[src/rtl/ds_lif_pkg.sv]
// Shared constants and types for the leaky-integrate-and-fire neuron engine.
package ds_lif_pkg;

  localparam int W       = 14;
  localparam int FRAC    = 14;
  localparam int ONE     = 16384;
  localparam int SAT_MAX = 16383;

  typedef logic [W-1:0] pot_t;
  typedef logic [W-1:0] coef_t;

endpackage

[src/rtl/ds_lif_update.sv]
// Combinational LIF update: leak and charge multiply-accumulate, Q0.14
// truncation, saturation to the potential range, then the firing compare.
module ds_lif_update
  import ds_lif_pkg::*;
(
  input  pot_t        data_i,
  input  pot_t        syn_i,
  input  coef_t       tau,
  input  coef_t       charge_rate,
  input  pot_t        vth,
  output pot_t        v_sat,
  output logic        fire
);

  localparam logic [FRAC:0]  ONE_W  = FRAC'(0) | (FRAC+1)'(ONE);
  localparam logic [15:0]    SAT_16 = 16'(SAT_MAX);

  logic [2*W-1:0] leak_p;
  logic [FRAC:0]  gain;
  logic [2*W:0]   chg_p;
  logic [2*W+1:0] sum;
  logic [15:0]    v_new;

  // Leak/charge MAC; gain is never zero so charge_rate=0 gives unity input gain.
  always_comb begin
    leak_p = {{W{1'b0}}, data_i} * {{W{1'b0}}, tau};
    gain   = ONE_W - {1'b0, charge_rate};
    chg_p  = {{(W+1){1'b0}}, syn_i} * {{W{1'b0}}, gain};
    sum    = {2'b00, leak_p} + {1'b0, chg_p};
    v_new  = sum[2*W+1:FRAC];
    v_sat  = (v_new > SAT_16) ? pot_t'(SAT_MAX) : v_new[W-1:0];
    fire   = (v_sat >= vth);
  end

endmodule

[src/rtl/ds_lif_neuron.sv]
// Single-neuron LIF update engine. Membrane state lives outside the block;
// this level only registers the next potential and the spike flag.
module ds_lif_neuron
  import ds_lif_pkg::*;
(
  input  logic         clk_in,
  input  logic         reset_n,
  input  logic [W-1:0] tau,
  input  logic [W-1:0] charge_rate,
  input  logic [W-1:0] Vrst,
  input  logic [W-1:0] Vth,
  input  logic [W-1:0] syn_i,
  input  logic [W-1:0] data_i,
  output logic         post_spike,
  output logic [W-1:0] data_o
);

  pot_t v_sat;
  logic fire;

  ds_lif_update u_update (
    .data_i      (data_i),
    .syn_i       (syn_i),
    .tau         (tau),
    .charge_rate (charge_rate),
    .vth         (Vth),
    .v_sat       (v_sat),
    .fire        (fire)
  );

  // Output registers: a firing update loads the reset potential instead of v_sat.
  always_ff @(posedge clk_in or negedge reset_n) begin
    if (!reset_n) begin
      data_o     <= '0;
      post_spike <= 1'b0;
    end else begin
      data_o     <= fire ? Vrst : v_sat;
      post_spike <= fire;
    end
  end

endmodule

[config.mk]
export PLATFORM = sky130hd
export DESIGN_NAME = ds_lif_neuron
export DESIGN_NICKNAME = d
export VERILOG_FILES = /design/src/rtl/ds_lif_pkg.sv /design/src/rtl/ds_lif_update.sv /design/src/rtl/ds_lif_neuron.sv
export SDC_FILE = /design/constraint.sdc
export NUM_CORES = 1
export LEC_CHECK = 0
export ABC_AREA = 1
export BUFFER_PORTS_ARGS = -buffer_cell sky130_fd_sc_hd__buf_2
export CORE_ASPECT_RATIO = 1.5
export CORE_MARGIN = 4
export CORE_UTILIZATION = 40
export DETAILED_ROUTE_END_ITERATION = 8
export GPL_TIMING_DRIVEN = 0
export PLACE_DENSITY_LB_ADDON = 0.2
export SLEW_MARGIN = 10
export SYNTH_ARGS = -nofsm -noshare
export SYNTH_HDL_FRONTEND = slang
export SYNTH_SLANG_ARGS = --single-unit
[constraint.sdc]
create_clock -name clk_in -period 0.8 [get_ports clk_in]
set_input_delay 0.12 -clock clk_in [delete_from_list [all_inputs] [get_ports clk_in]]
set_output_delay 0.12 -clock clk_in [all_outputs]
set_load 0.1 [all_outputs]
==> results.json <==
{
  "outcome": "finished, violations left",
  "violations": "negative setup slack",
  "ios": 101,
  "layout_common_cells": "inv_1, nand2_1, fa_1, ha_1, nor2_1",
  "mostFrequentLayoutCell": "inv_1",
  "detail_route.wirelength.met1_mm": 16.47,
  "path_clk_slew_ps": 50,
  "yosysWarnings": 0,
  "yosysTopAreaCell": "fa_1",
  "drc": 0,
  "fillers": 3877,
  "crit_fanout": 8,
  "ys_seq_area_share_pct": 2.416,
  "io_buffers": 98,
  "ant_nets": 0,
  "grt.total_usage_pct": 21.98,
  "place_congestion": 0.9532,
  "vias": 12769,
  "hold_class": "in -> reg",
  "worstPathArrival_ps": 8360,
  "core_area_um2": 38430,
  "hold_violations": 0,
  "drv_slew": 0,
  "mappedNetlistArea_um2": 15530,
  "syn-instance-count": 2029,
  "grt_antenna_before_repair": 3,
  "met3_length_mm": 1.388,
  "yosys.area.top_type_share_pct": 44.98,
  "hold-path-endpoint": "data_o[12]$_DFF_PN0_",
  "max-slew-margin-rel_pct": 52.80,
  "clockRootBuffer": "clkbuf_16",
  "finalWirelength_mm": 45.19,
  "cpMaxStageDelayCell": "fa_2",
  "timing.fmax_mhz": 121.5,
  "wl_met2_mm": 24.89,
  "startpoint_type": "primary input",
  "synth_cell_types": 36,
  "cp-end-kind": "register",
  "overflow": 0,
  "worst_slew_pin_slew_ps": 708.1,
  "critPathMaxStageDelay_ps": 560,
  "dieArea_um2": 42120,
  "syn_area_per_cell_um2": 7.656,
  "h-tree-depth": 1,
  "syn-num-nets": 2632,
  "die_height_um": 249.4,
  "post-route-period-util_pct": 1029,
  "drv_cap": 0,
  "setup_viol": 30,
  "highest_layer": "met5",
  "cts_buffer_depth": 2,
  "critPathKind": "in -> reg",
  "grt_pass1_vias": 13954,
  "grt_setup_unrepaired": "yes",
  "avgViaCountPerCell": 4.757,
  "async_flop_share_pct": 100.0,
  "antennaDiodeCount": 0,
  "syn_to_final_growth_pct": 16.82,
  "std_cell_rows": 88,
  "grt_max_degree": 16,
  "fp.dieW_um": 168.9,
  "drt_iter0_markers": 557,
  "cts_sinks": 15,
  "ys_ff_latch": 15,
  "finalNetCount": 2793,
  "initial_core_util_pct": 40.42,
  "ys.flop_type": "dfrtp_1",
  "final_util_pct": 47.22,
  "finalWorstSetupSlack_ps": -7429,
  "register_area_um2": 392.9,
  "worstPathRequired_ps": 930,
  "tns_ps": -113200,
  "worstHoldPathCells": 3,
  "pre_cts_ws_ps": -8436,
  "cts_tree": "done",
  "wire_per_inst_um": 16.84,
  "multi_input_area_um2": 13240,
  "synth_edf_count": 0,
  "hp-start": "Vrst[12]",
  "layout-drive-gt1-share_pct": 15.85,
  "hpwl_mm": 40.85,
  "holdWs_ps": 71.00,
  "numCtsBuffers": 3,
  "fin_crit_ps": 8229,
  "synthTopCellsByArea": "fa_1, inv_1, ha_1",
  "dr.pass1.iters": 4,
  "grt_pass1_wl_mm": 73.16
}
[flip-flops by register name (all words and copies together) (netlist names)]
name,flops
data_o,14
post_spike,1
[timing repair]
action,in CTS,in global routing
hold endpoints to repair,15,0
gates resized for setup,98,74
gates cloned,2,0
endpoints found under the setup margin,30,30
hold buffers,1,0
setup buffers,40,18
pin swaps,44,47
[worst max-delay path, delay by kind of cell]
family | cells | cell delay, ps
AOI/OAI and AO/OA | 4 | 660
adders and majority gates | 10 | 4200
buffers and inverters | 13 | 1290
and+or+nand+nor | 21 | 2060
[layout make-up]
cell class | count | share of cell area, %
Buffer | 47 | 1.365
Sequential cell | 15 | 2.165
Timing Repair Buffer | 159 | 6.399
Clock buffer | 4 | 0.4344
Inverter | 637 | 13.26
Multi-Input combinational cell | 1327 | 72.96
Tap cell | 495 | 3.413
[worst max path at each step]
stage                         startpoint              endpoint  slack [ps]  depth (start not counted)
final                     charge_rate[0]  data_o[13]$_DFF_PN0_       -7430                         48
after global routing      charge_rate[0]   data_o[8]$_DFF_PN0_       -7770                         50
after CTS                 charge_rate[0]  data_o[11]$_DFF_PN0_       -7550                         48
after detailed placement  charge_rate[0]  data_o[11]$_DFF_PN0_       -8440                         46
after global placement    charge_rate[0]  data_o[11]$_DFF_PN0_       -8430                         46
after floorplan           charge_rate[0]  data_o[11]$_DFF_PN0_       -7070                         44
[synthesized netlist by cell type (all sizes together), types with 11 or more instances]
cell,instances
inv,636
nand2,521
a21oi,34
fa,349
nor3,11
o21ai,14
clkbuf,46
nand3,33
nor2,159
ha,168
dfrtp,15
[per-stage QoR]
stage / cell area [µm²] / instances
2_1_floorplan: 15830 / 2029
3_3_place_gp: 16940 / 2622
3_5_place_dp: 16940 / 2622
4_1_cts: 17730 / 2667
5_1_grt: 18150 / 2684
6_report: 18150 / 2684
[layer usage]
metal / up-vias / global-route usage, %
met3: 110 / 1.429
met5: - / 0
met2: 287 / 42.15
li1: 6023 / -
met1: 6343 / 24.63
met4: 6 / 9.420
[kinds of logic (layout without fill, tap and decap cells)]
logic type                 Yosys count  in the layout  share of synthesized area, %
AOI/OAI and AO/OA                   59             59                         2.118
xor gates and xnor gates             9              9                        0.5075
adders and majority gates          517            517                         58.51
buffers and inverters              687            847                         16.76
DFF                                 15             15                         2.416
and+or+nand+nor                    742            742                         19.69
Power is left out: the tool's default activity adds up to more than one toggle a clock period on the data nets, which glitch-free logic cannot reach.
